==> config.mk <==
export PLATFORM = sky130hd
export DESIGN_NAME = bus_rr_arbiter
export DESIGN_NICKNAME = d
export VERILOG_FILES = /design/src/rtl/bus_rr_arbiter.sv
export SDC_FILE = /design/constraint.sdc
export NUM_CORES = 1
export LEC_CHECK = 0
export BUFFER_PORTS_ARGS = -buffer_cell sky130_fd_sc_hd__buf_4
export CORE_UTILIZATION = 25
export CTS_CLUSTER_DIAMETER = 40
export DETAILED_ROUTE_END_ITERATION = 8
export SYNTH_ARGS = -nofsm -noshare
export SYNTH_HDL_FRONTEND = slang
export SYNTH_SLANG_ARGS = --single-unit
export TNS_END_PERCENT = 100
==> constraint.sdc <==
create_clock -name clk -period 2.2 [get_ports clk]
set_input_delay 0.11 -clock clk [delete_from_list [all_inputs] [get_ports clk]]
set_output_delay 0.11 -clock clk [all_outputs]
set_load 0.05 [all_outputs]
==> src/rtl/bus_rr_arbiter.sv <==
// bus_rr_arbiter
//   Shares one registered DW-bit data/valid bus between NREQ producers.
//   A round-robin pointer chooses the next owner. The owner may stream
//   up to MAX_BURST consecutive beats while other requesters wait.
//   Arbitration takes one idle cycle. Beats already held in the output
//   register still drain to the sink after the grant is released.
//
// Ports
//   clk        rising-edge clock
//   rst        asynchronous reset, active-low (0 = reset)
//   req_valid  per-requester beat available
//   req_data   per-requester beat, requester i at [i*DW +: DW]
//   req_ready  per-requester accept strobe (combinational, owner only)
//   bus_data   registered shared-bus data
//   bus_valid  registered shared-bus valid
//   bus_ready  sink accepts bus_data this cycle
//   grant_id   current owner (meaningful while busy=1)
//   busy       arbiter is in the GRANT state
module bus_rr_arbiter #(
  parameter int NREQ      = 4,
  parameter int DW        = 8,
  parameter int MAX_BURST = 4
) (
  input  logic                    clk,
  input  logic                    rst,
  input  logic [NREQ-1:0]         req_valid,
  input  logic [NREQ*DW-1:0]      req_data,
  output logic [NREQ-1:0]         req_ready,
  output logic [DW-1:0]           bus_data,
  output logic                    bus_valid,
  input  logic                    bus_ready,
  output logic [$clog2(NREQ)-1:0] grant_id,
  output logic                    busy
);

  localparam int IW = $clog2(NREQ);
  localparam int CW = $clog2(MAX_BURST + 1);

  localparam logic [0:0]    ST_IDLE    = 1'b0;
  localparam logic [0:0]    ST_GRANT   = 1'b1;
  localparam logic [CW-1:0] BURST_LAST = CW'(MAX_BURST);
  localparam logic [IW-1:0] LAST_ID    = IW'(NREQ - 1);

  logic [0:0]    state_r, state_n;
  logic [IW-1:0] ptr_r, ptr_n;
  logic [IW-1:0] grant_r, grant_n;
  logic [CW-1:0] cnt_r, cnt_n;
  logic [CW-1:0] cnt_inc_s;
  logic [DW-1:0] bus_data_r, bus_data_n;
  logic          bus_valid_r, bus_valid_n;

  logic [NREQ-1:0] owner_oh_s;
  logic            busy_s;
  logic            can_load_s;
  logic            owner_valid_s;
  logic            accept_s;
  logic            others_s;
  logic [DW-1:0]   owner_data_s;
  logic            found_s;
  logic [IW-1:0]   winner_s;

  assign busy_s        = (state_r == ST_GRANT);
  assign can_load_s    = !bus_valid_r || bus_ready;
  assign owner_valid_s = req_valid[grant_r];
  assign accept_s      = busy_s && can_load_s && owner_valid_s;
  assign others_s      = |(req_valid & ~owner_oh_s);
  assign owner_data_s  = req_data[int'(grant_r)*DW +: DW];
  assign cnt_inc_s     = cnt_r + CW'(1);

  assign busy      = busy_s;
  assign grant_id  = grant_r;
  assign bus_data  = bus_data_r;
  assign bus_valid = bus_valid_r;

  // One-hot decode of the current owner
  always_comb begin
    owner_oh_s          = '0;
    owner_oh_s[grant_r] = 1'b1;
  end

  // Ready goes only to the owner, and only when the output register can take a beat
  always_comb begin
    if (busy_s && can_load_s) begin
      req_ready = owner_oh_s;
    end else begin
      req_ready = '0;
    end
  end

  // Round-robin search ptr+1, ptr+2, ... (mod NREQ); first valid requester wins
  always_comb begin
    int idx;
    found_s  = 1'b0;
    winner_s = '0;
    for (int k = 1; k <= NREQ; k++) begin
      idx      = (int'(ptr_r) + k >= NREQ) ? int'(ptr_r) + k - NREQ : int'(ptr_r) + k;
      winner_s = (!found_s && req_valid[idx]) ? IW'(idx) : winner_s;
      found_s  = found_s || req_valid[idx];
    end
  end

  // Arbitration FSM next-state: grant, burst counting and release
  always_comb begin
    state_n = state_r;
    ptr_n   = ptr_r;
    grant_n = grant_r;
    cnt_n   = cnt_r;
    case (state_r)
      ST_IDLE: begin
        if (found_s) begin
          state_n = ST_GRANT;
          grant_n = winner_s;
          cnt_n   = '0;
        end else begin
          state_n = ST_IDLE;
        end
      end
      ST_GRANT: begin
        if (!owner_valid_s) begin
          state_n = ST_IDLE;
          ptr_n   = grant_r;
          cnt_n   = '0;
        end else if (accept_s) begin
          if (cnt_inc_s == BURST_LAST) begin
            // Burst limit: hand over only if somebody else is waiting
            cnt_n = '0;
            if (others_s) begin
              state_n = ST_IDLE;
              ptr_n   = grant_r;
            end else begin
              state_n = ST_GRANT;
            end
          end else begin
            cnt_n = cnt_inc_s;
          end
        end else begin
          // Bus stalled: grant and count frozen
          cnt_n = cnt_r;
        end
      end
      default: begin
        state_n = ST_IDLE;
        ptr_n   = LAST_ID;
        grant_n = '0;
        cnt_n   = '0;
      end
    endcase
  end

  // Output register next-state: load on accept, empty when the sink drains it
  always_comb begin
    bus_data_n  = bus_data_r;
    bus_valid_n = bus_valid_r;
    if (accept_s) begin
      bus_data_n  = owner_data_s;
      bus_valid_n = 1'b1;
    end else if (bus_ready) begin
      bus_valid_n = 1'b0;
    end else begin
      bus_valid_n = bus_valid_r;
    end
  end

  // State registers with asynchronous active-low reset
  always_ff @(posedge clk or negedge rst) begin
    if (!rst) begin
      state_r     <= ST_IDLE;
      ptr_r       <= LAST_ID;
      grant_r     <= '0;
      cnt_r       <= '0;
      bus_data_r  <= '0;
      bus_valid_r <= 1'b0;
    end else begin
      state_r     <= state_n;
      ptr_r       <= ptr_n;
      grant_r     <= grant_n;
      cnt_r       <= cnt_n;
      bus_data_r  <= bus_data_n;
      bus_valid_r <= bus_valid_n;
    end
  end

endmodule

==> flow_metrics.tcl, run 1 <==
set metrics [dict create \
    nFillCells 440 \
    grt-ovfl-total 0 \
    status "finished, final reports clean" \
    period_needed_ns 1.89 \
    ios 55 \
    hold_class "in -> reg" \
    instances_no_fill 213 \
    slew_viol_final 0 \
    clock-sinks 17 \
    power_leakage_nw 0.826 \
    dpl_cell_area_mm2 0.00166 \
    synth-main-ff-cell "dfrtp_1" \
    grt_max_degree 18 \
    crit_type "reg -> reg" \
    grt_usage_pct 12.5 \
    cp.required_ns 2.40 \
    ant_nets 0 \
    finalCritPeriodShare_pct 86.1 \
    dieArea_mm2 0.00513 \
    syn_nets 147 \
    fp.coreArea_mm2 0.00450 \
    async_flop_share_pct 100 \
    final_layout_size_suffix_gt1_share_pct 51.6 \
    finalSetupTns_ns 0 \
    diodes 0 \
    dp.cells 208 \
    holdBufCountCts 1 \
    place_hpwl_um 2350 \
    fp.dieH_um 71.6 \
    syn_to_final_growth_pct 41.8 \
    grt_pass1_wl_um 5070 \
    startpoint "grant_id[1]" \
    max-cap-violations 0 \
    yosysWarnings 0 \
    fmax_mhz 528 \
    cts-root-buf "clkbuf_8" \
    drc 0 \
    rsz0062_at_grt "no" \
    arrival_ns 2.09 \
    hold_slack_ns 0.216 \
    worst_pin_slew_ns 0.404 \
    gp_congestion 0.795 \
    syn_area_mm2 0.00121 \
    die_x_um 71.6 \
    yosysSeqAreaShare_pct 35.3 \
    syn_inst 106 \
    slew_headroom_pct 73.1 \
    num_vias 1057 \
    drt-total-wl_um 3120 \
    antenna_found_initial 0 \
    syn_area_per_cell_um2 11.4 \
    start_kind "flip-flop" \
    cts_buffers 3 \
    clk_path_buf_depth 2 \
    wl_per_cell_um 14.6 \
    first_iter_violations 42 \
    reg2reg_depth 4 \
    first_pass_iters 4 \
    ys_ff_latch 17 \
    worstHoldStart "req_valid[3]" \
    tritoncts "yes" \
    htreeDepth 1 \
    min_path_cells 3 \
    powerDensity_mw_per_mm2 1480 \
    critPathMaxFanout 11 \
    ctsResizeCount 0 \
    synth_edf_count 0 \
    rows 24 \
    stdcell_area_mm2 0.00172 \
    skew_ns 0.00449 \
    start_util_pct 26.9 \
    end_kind "flip-flop" \
    hold_violations 0 \
    grt_pass1_vias 1047 \
    fin_nets 203 \
    vdd_drop_max_mv 0.450 \
    clk_latency_ns 0.26 \
    cts_setup_buffers 0 \
    port_buffers 54 \
    clkTransAtPathRegs_ns 0.07 \
    final-setup-viol-count 0 \
    viasPerCell 4.96 \
    synth_cell_types 40 \
    r2r-start "grant_id[1]" \
]
==> critical path, cell delays in order (launching register included) <==
cell and delay, ns:
dfrtp_1 0.55, mux4_2 0.38, nand3_2 0.33, o311ai_0 0.40
a21o_1 0.17
==> logic make-up (layout without fill, tap and decap cells) <==
kind of cell / after synthesis / in the layout / share of synthesized area, %
compound gates: 20 / 20 / 11.0
xor+xnor: 1 / 1 / 0.723
fa+ha+maj: 2 / 2 / 2.06
buf+inv: 10 / 65 / 5.26
flops: 17 / 17 / 35.3
mux: 19 / 19 / 29.3
simple gates: 37 / 37 / 16.3
==> routing by layer <==
metal	wire length, um	vias up	GRT usage [%]
met5	0	-	0
met1	1320	495	14.4
met3	252	4	3.09
met4	42	0	5.88
met2	1500	43	21.8
li1	-	515	-
==> path summary, 6_finish.rpt <==
check | end | slack, ns
max | cnt_r[2] | 0.31
min | grant_id[0] | 0.22
max reg2reg | cnt_r[2] | 0.31
min reg2reg | bus_data[6] | 0.52
max in group asynchronous | ptr_r[1] | 1.68
min in group asynchronous | bus_data[1] | 0.25
==> cells in the mapped netlist, drive strengths merged, types with 2 or more instances <==
| library cell | n | share of area (%) |
|---|---|---|
| dfstp | 2 | 4.3 |
| nor3 | 3 | 1.2 |
| dfrtp | 15 | 31 |
| nor4b | 2 | 2.0 |
| o22ai | 2 | 1.0 |
| inv | 3 | 0.93 |
| ha | 2 | 2.1 |
| mux4 | 9 | 18 |
| a21oi | 6 | 2.5 |
| nand3 | 4 | 2.1 |
| o211ai | 2 | 1.2 |
| clkbuf | 3 | 0.93 |
| mux2 | 9 | 11 |
| a21o | 2 | 1.2 |
| or4 | 2 | 1.2 |
| buf | 4 | 3.4 |
| nand2b | 2 | 1.0 |
| nor2 | 8 | 2.5 |
| nand2 | 12 | 3.7 |
==> power breakdown <==
part	internal, mW	leakage (nW)	switching (mW)
Combinational	0.705	0.598	0.957
Sequential	0.478	0.202	0.174
Clock	0.126	0.0255	0.112
==> metrics by stage <==
stage	worst slack (ns)	utilization [%]	power, mW
5_1_grt	0.0832	38.2	2.70
3_5_place_dp	0.283	36.9	2.33
4_1_cts	0.279	38.2	2.58
6_report	0.306	38.2	2.55
3_3_place_gp	0.359	36.9	2.29
2_1_floorplan	0.0901	-	1.93
==> area by class of cell <==
class | count | area (um2) | share of cell area [%]
Clock buffer | 3 | 41.3 | 2.40
Clock inverter | 1 | 5.00 | 0.291
Inverter | 3 | 11.3 | 0.655
Multi-Input combinational cell | 79 | 731 | 42.5
Sequential cell | 17 | 428 | 24.9
Tap cell | 52 | 65.1 | 3.78
Timing Repair Buffer | 58 | 438 | 25.5
==> state kept, by name (all words and copies together) (netlist names) <==
| signal | flops |
|---|---|
| bus_data | 8 |
| grant_id | 2 |
| cnt_r | 3 |
| ptr_r | 2 |
| bus_valid | 1 |
| busy | 1 |
==> cells in the final DEF, fill, tap and decap left out, types with 2 or more instances in the layout <==
cell type / count
buf_4: 57
dfrtp_1: 15
nand2_1: 12
nor2_1: 8
mux2_4: 8
mux4_2: 6
a21oi_1: 6
nand3_1: 3
mux4_1: 3
clkbuf_8: 3
nand2b_1: 2
nor3_2: 2
o22ai_1: 2
inv_1: 2
a21o_1: 2
or4_1: 2
o211ai_1: 2
ha_1: 2
dfstp_2: 2
Power figures use the tool's default switching activity.
==> run 2: changes to the inputs <==
--- a/config.mk
+++ b/config.mk
@@ -5,11 +5,13 @@
 export SDC_FILE = /design/constraint.sdc
 export NUM_CORES = 1
 export LEC_CHECK = 0
+export ABC_AREA = 1
 export BUFFER_PORTS_ARGS = -buffer_cell sky130_fd_sc_hd__buf_4
 export CORE_UTILIZATION = 25
 export CTS_CLUSTER_DIAMETER = 40
 export DETAILED_ROUTE_END_ITERATION = 8
+export PLACE_DENSITY_LB_ADDON = 0.05
 export SYNTH_ARGS = -nofsm -noshare
 export SYNTH_HDL_FRONTEND = slang
 export SYNTH_SLANG_ARGS = --single-unit
-export TNS_END_PERCENT = 100
+export TNS_END_PERCENT = 50
==> run 2 against run 1 <==
Net effect:
- die area rose by 18%
- largest power group unchanged
- clock skew is 0.0034 ns lower
- critical path type is now reg -> out
- cell count up 57%
- via count increased by 42%
- first-iteration DRC count up 29%
- register-to-register slack gained 0.19 ns
- critical path depth rose by 1
- synthesized area increased by 19%
- synthesized cell count is 97% higher
==> flow_metrics.tcl, run 2 <==
set metrics [dict create \
    status "finished, final reports clean" \
    clkPwrFrac_pct 7.6 \
    synth.most_common_cell "nand2_1" \
    synth_xor_area_share_pct 0.608 \
    fmax_mhz 579 \
    nFillCells 628 \
    arrival_ns 1.62 \
    crit_type "reg -> out" \
    clk_path_buf_depth 2 \
    gp_congestion 0.772 \
    slew_headroom_pct 65.6 \
    die_x_um 77.9 \
    period_needed_ns 1.73 \
    largest_reg_flops 8 \
    worstHoldStart "bus_ready" \
    syn_area_per_cell_um2 6.89 \
    clock-sinks 17 \
    rsz0062_at_grt "no" \
    grt-ovfl-total 0 \
    syn_area_mm2 0.00144 \
    powerDensity_mw_per_mm2 1540 \
    critPathMaxFanout 9 \
    final-setup-viol-count 0 \
    num_vias 1498 \
    p_comb_share_pct 70.0 \
    vdd_drop_max_mv 0.468 \
    clkTransAtPathRegs_ns 0.06 \
    first_iter_violations 54 \
    htreeDepth 1 \
    swShare_pct 57.3 \
    cts_setup_buffers 0 \
    synthMuxAreaShare_pct 0 \
    synthAdderAreaFrac_pct 1.74 \
    mostFrequentLayoutCells "nand2_1 (81), buf_4 (57), nand3_1 (41)" \
    yosysSeqAreaShare_pct 29.7 \
    grt_usage_pct 13.8 \
    clk_latency_ns 0.25 \
    synth_edf_count 0 \
    cts_buffers 3 \
    power_leakage_nw 1.05 \
    crit_slowest_cell "dfrtp_1" \
    stdcell_area_mm2 0.00194 \
    grt_pass1_wl_um 6490 \
    p_sw_mw 1.72 \
    dpl_cell_area_mm2 0.00189 \
    start_util_pct 26.0 \
    synth_top_area_cell "dfrtp_1" \
    antenna_found_initial 0 \
    end_kind "primary output" \
    drc 0 \
    synth_top_area_share_pct 26.1 \
    hold_class "in -> reg" \
    finalCritPeriodShare_pct 78.5 \
    syn_inst 209 \
    max-cap-violations 0 \
    p_int_mw 1.28 \
    skew_ns 0.00108 \
    ios 55 \
    ant_nets 0 \
    cts-root-buf "clkbuf_8" \
    hold_slack_ns 0.0635 \
    synthTopCellsByArea "dfrtp_1 (26%), nand2_1 (21%), nand3_1 (14%), nor2_8 (4.2%), a22oi_1 (4.2%)" \
    path_cells "inv_1 -> nor2_1 -> inv_1 -> nor3_1 -> buf_4" \
    fp.coreArea_mm2 0.00554 \
    final_common_cell "nand2_1" \
    synth_compound_area_share_pct 5.91 \
    place_hpwl_um 3360 \
    ys_ff_latch 17 \
    syn_nets 250 \
    tritoncts "yes" \
    syn_to_final_growth_pct 34.8 \
    drt-total-wl_um 4050 \
    rr_endpoint "bus_data[5]" \
    synth_cell_types 29 \
    final_layout_size_suffix_gt1_share_pct 32.4 \
    synth_common_cells "nand2_1 (81), nand3_1 (41), dfrtp_1 (15)" \
    crit_top_cell "inv_1" \
    port_buffers 54 \
    total_power_mw 3.00 \
    fin_nets 304 \
    worst_pin_slew_ns 0.516 \
    startpoint "busy" \
    crit_path_end "req_ready[0]" \
    async_flop_share_pct 100 \
    start_kind "flip-flop" \
    yosysWarnings 0 \
    r2r-start "grant_id[0]" \
    cpPeakStageDelay_ns 0.54 \
    synth-main-ff-cell "dfrtp_1" \
    seqPwrFrac_pct 22.4 \
    slew_viol_final 0 \
    dieArea_mm2 0.00607 \
    hold_violations 0 \
    first_pass_iters 4 \
    instances_no_fill 334 \
    diodes 0 \
    rows 27 \
    cp.required_ns 2.09 \
    yosys.area_share.simple_pct 51.7 \
    grt_max_degree 18 \
    reg2reg_depth 9 \
    finalSetupTns_ns 0 \
    synth_top_family_by_area "simple AND/OR/NAND/NOR gates" \
    wl_per_cell_um 12.1 \
    dp.cells 329 \
    grt_pass1_vias 1380 \
    r2r_slack_ns 0.50 \
    fp.dieH_um 77.9 \
    viasPerCell 4.49 \
]
==> run 2: changes by cell type after synthesis, moves of 6 or more <==
cell,delta
a21oi_1,-6
mux4_2,-6
nand2_2,+6
nand3_1,+38
mux2_4,-8
nand2_1,+69
a22oi_1,+8
inv_1,+10
==> run 2: critical path: cells and delay by family, from the launching register on <==
kind,cells,cell delay [ns]
flip-flops,1,0.54
AND/OR/NAND/NOR,2,0.34
buffers and inverters,3,0.50
==> run 2: worst min path at each step <==
stage,end,slack (ns),cells after the start
floorplan,bus_data[0],-0.19,0
global placement,bus_data[0],-0.004,1
detailed placement,bus_data[0],-0.004,1
CTS,bus_valid,0.07,2
global route,bus_valid,0.06,2
finish,bus_valid,0.06,2
==> run 2: cell type report <==
class,count,area [um2],area share [%]
well taps,72,90.1,4.64
multi-input cells,165,863,44.5
flip-flops and latches,17,428,22.0
clock buffers,4,45.0,2.32
repair buffers,58,438,22.6
inverters,18,77.6,3.99
==> run 2: power groups by stage <==
| stage | Sequential (mW) | Combinational [mW] | Clock, mW |
|---|---|---|---|
| floorplan | 0.893 | 1.42 | 0 |
| global placement | 0.684 | 2.13 | 0 |
| detailed placement | 0.684 | 2.12 | 0 |
| CTS | 0.677 | 2.14 | 0.243 |
| global route | 0.706 | 2.31 | 0.257 |
| finish | 0.672 | 2.10 | 0.228 |
==> run 2: through the flow <==
step,worst slack [ns],util (%)
after floorplan,-0.110,-
after global placement,0.519,34.1
after detailed placement,0.473,34.1
after CTS,0.413,35.0
after global routing,0.319,35.0
final,0.473,35.0
==> run 2: cell families (layout without fill, tap and decap cells) <==
logic type | after synthesis | count (layout)
and+or+nand+nor | 150 | 150
AOI/OAI and AO/OA | 12 | 12
buffers and inverters | 27 | 80
xor gates and xnor gates | 1 | 1
adders and majority gates | 2 | 2
DFF | 17 | 17
==> run 2: metal layers <==
metal | vias up | wire, um | GRT usage, %
met3 | 2 | 244 | 3.53
met1 | 664 | 1790 | 16.8
met5 | - | 0 | 0
li1 | 790 | - | -
met2 | 42 | 2000 | 24.6
met4 | 0 | 13 | 2.22
==> run 2: timing repair <==
action                                 4_1_cts  5_1_grt
setup endpoints to repair                    0        0
hold buffers                                 1        0
resized for setup                            0        0
endpoints found under the hold margin       17        0
==> run 3: changes to the inputs <==
--- a/config.mk
+++ b/config.mk
@@ -5,7 +5,7 @@
 export SDC_FILE = /design/constraint.sdc
 export NUM_CORES = 1
 export LEC_CHECK = 0
-export ABC_AREA = 1
+export ABC_AREA = 0
 export BUFFER_PORTS_ARGS = -buffer_cell sky130_fd_sc_hd__buf_4
 export CORE_UTILIZATION = 25
 export CTS_CLUSTER_DIAMETER = 40
==> constraint.sdc (replaced) <==
create_clock -name clk -period 1.4 [get_ports clk]
set_input_delay 0.07 -clock clk [delete_from_list [all_inputs] [get_ports clk]]
set_output_delay 0.07 -clock clk [all_outputs]
set_load 0.05 [all_outputs]
==> run 3 against run 2 <==
Net effect:
- the flow now finishes with violations (setup timing)
- highest routed layer unchanged
- clock power grew 63%
- global-route usage grew 0.63 points
- register-to-register slack lost 0.72 ns
- critical path type is now reg -> reg
==> flow_metrics.tcl, run 3 (synthesized netlist as in run 1, its figures left out) <==
set metrics [dict create \
    cts_buffers 3 \
    path_cells "mux4_2 -> nand3_4 -> buf_12 -> mux2_4" \
    fmax_mhz 617 \
    clkTransAtPathRegs_ns 0.07 \
    worst_pin_slew_ns 0.435 \
    die_x_um 71.6 \
    crit_slowest_cell "mux4_2" \
    hold_violations 0 \
    place_ws_ns -0.324 \
    slew_headroom_pct 70.9 \
    rsz0062_at_grt "yes" \
    fp.dieH_um 71.6 \
    mostFrequentLayoutCells "buf_4 (68), dfrtp_1 (11), nand2_1 (10), buf_6 (10), mux2_4 (8)" \
    start_kind "flip-flop" \
    drc 0 \
    cp_top_family "multiplexers" \
    grt_max_degree 18 \
    place_hpwl_um 2740 \
    syn_to_final_growth_pct 70.8 \
    finalSetupTns_ns -2.79 \
    hold_class "in -> async" \
    rows 24 \
    dieArea_mm2 0.00513 \
    final_common_cell "buf_4" \
    cp.required_ns 1.54 \
    cpPeakStageDelay_ns 0.56 \
    drt-total-wl_um 3400 \
    status "finished with violations" \
    end_kind "flip-flop" \
    fin_nets 227 \
    wl_per_cell_um 14.3 \
    violations "setup timing" \
    final-setup-viol-count 17 \
    crit_type "reg -> reg" \
    grt_pass1_vias 1276 \
    clk_latency_ns 0.25 \
    viasPerCell 4.91 \
    port_buffers 54 \
    grt_usage_pct 14.4 \
    power_leakage_nw 0.980 \
    total_power_mw 4.73 \
    arrival_ns 1.76 \
    grt-ovfl-total 0 \
    first_iter_violations 32 \
    num_vias 1163 \
    htreeDepth 1 \
    clk_path_buf_depth 2 \
    timing.final.ws_setup_ns -0.222 \
    antenna_found_initial 0 \
    final_layout_size_suffix_gt1_share_pct 68.1 \
    period_needed_ns 1.62 \
    tritoncts "yes" \
    cts-root-buf "clkbuf_8" \
    start_util_pct 26.9 \
    skew_ns 0.000950 \
    fp.coreArea_mm2 0.00450 \
    finalCritPeriodShare_pct 116 \
    first_pass_iters 4 \
    gp_congestion 0.805 \
    grt_pass1_wl_um 5820 \
    ant_nets 0 \
    critPathMaxFanout 6 \
    clock-sinks 17 \
    vdd_drop_max_mv 1.34 \
    diodes 0 \
    hold_slack_ns 0.223 \
    max-cap-violations 0 \
    slew_viol_final 0 \
    powerDensity_mw_per_mm2 2290 \
    largest_reg_flops 8 \
    final_core_util_pct 46.0 \
    r2r_slack_ns -0.22 \
    ios 55 \
    path_buf_inv 1 \
]
==> run 3: cell types whose count changed in the layout (fill, tap and decap cells not counted), moves of 4 or more <==
cell     previous run  this run
a21oi_1             0         6
nand2_1            81        10
inv_1              12         2
nand2_2             6         2
dfrtp_2             0         4
dfrtp_1            15        11
mux4_2              0         6
a22oi_1             8         0
buf_4              57        68
buf_6               0        10
nand3_1            41         2
mux2_4              0         8
==> run 3: per-layer routing <==
layer	up-vias	wire length, um	track usage, %	share of wire [%]
met4	0	18	1.96	0.53
met2	27	1840	27.4	54
li1	563	-	-	-
met1	571	1360	16.3	40
met5	-	0	0	0
met3	2	175	3.94	5.2
==> run 3: power by group <==
part | total (mW) | internal (mW) | switching [mW]
logic | 3.37 | 1.62 | 1.75
registers | 0.988 | 0.764 | 0.224
clock network | 0.371 | 0.197 | 0.174
==> run 3: path summary, 6_finish.rpt <==
| path | from | endpoint | cells past startpoint |
|---|---|---|---|
| max | grant_id[0] | bus_data[7] | 4 |
| min | rst | bus_data[2] | 2 |
| max reg2reg | grant_id[0] | bus_data[7] | 4 |
| min reg2reg | bus_data[2] | bus_data[2] | 1 |
| max in group asynchronous | rst | ptr_r[0] | 2 |
| min in group clk | bus_ready | bus_valid | 4 |
==> run 3: final cells by class <==
| type | count | area [um2] |
|---|---|---|
| clock inverters | 1 | 5.00 |
| flip-flops and latches | 17 | 433 |
| well taps | 52 | 65.1 |
| fillers | 442 | 2430 |
| repair buffers | 82 | 693 |
| inverters | 3 | 11.3 |
| multi-input cells | 79 | 822 |
| clock buffers | 3 | 41.3 |
==> run 3: timing repair <==
| action | in CTS | in global routing |
|---|---|---|
| endpoints found under the hold margin | 17 | 0 |
| pin swaps | 8 | 4 |
| resized for setup | 19 | 9 |
| setup buffers | 2 | 0 |
| setup endpoints to repair | 19 | 19 |
| hold buffers | 1 | 0 |
==> run 3: through the flow <==
stage                     instances  instance area, um2
after floorplan                 106                1260
after global placement          230                1880
after detailed placement        230                1880
after CTS                       237                2030
after global routing            237                2070
final                           237                2070
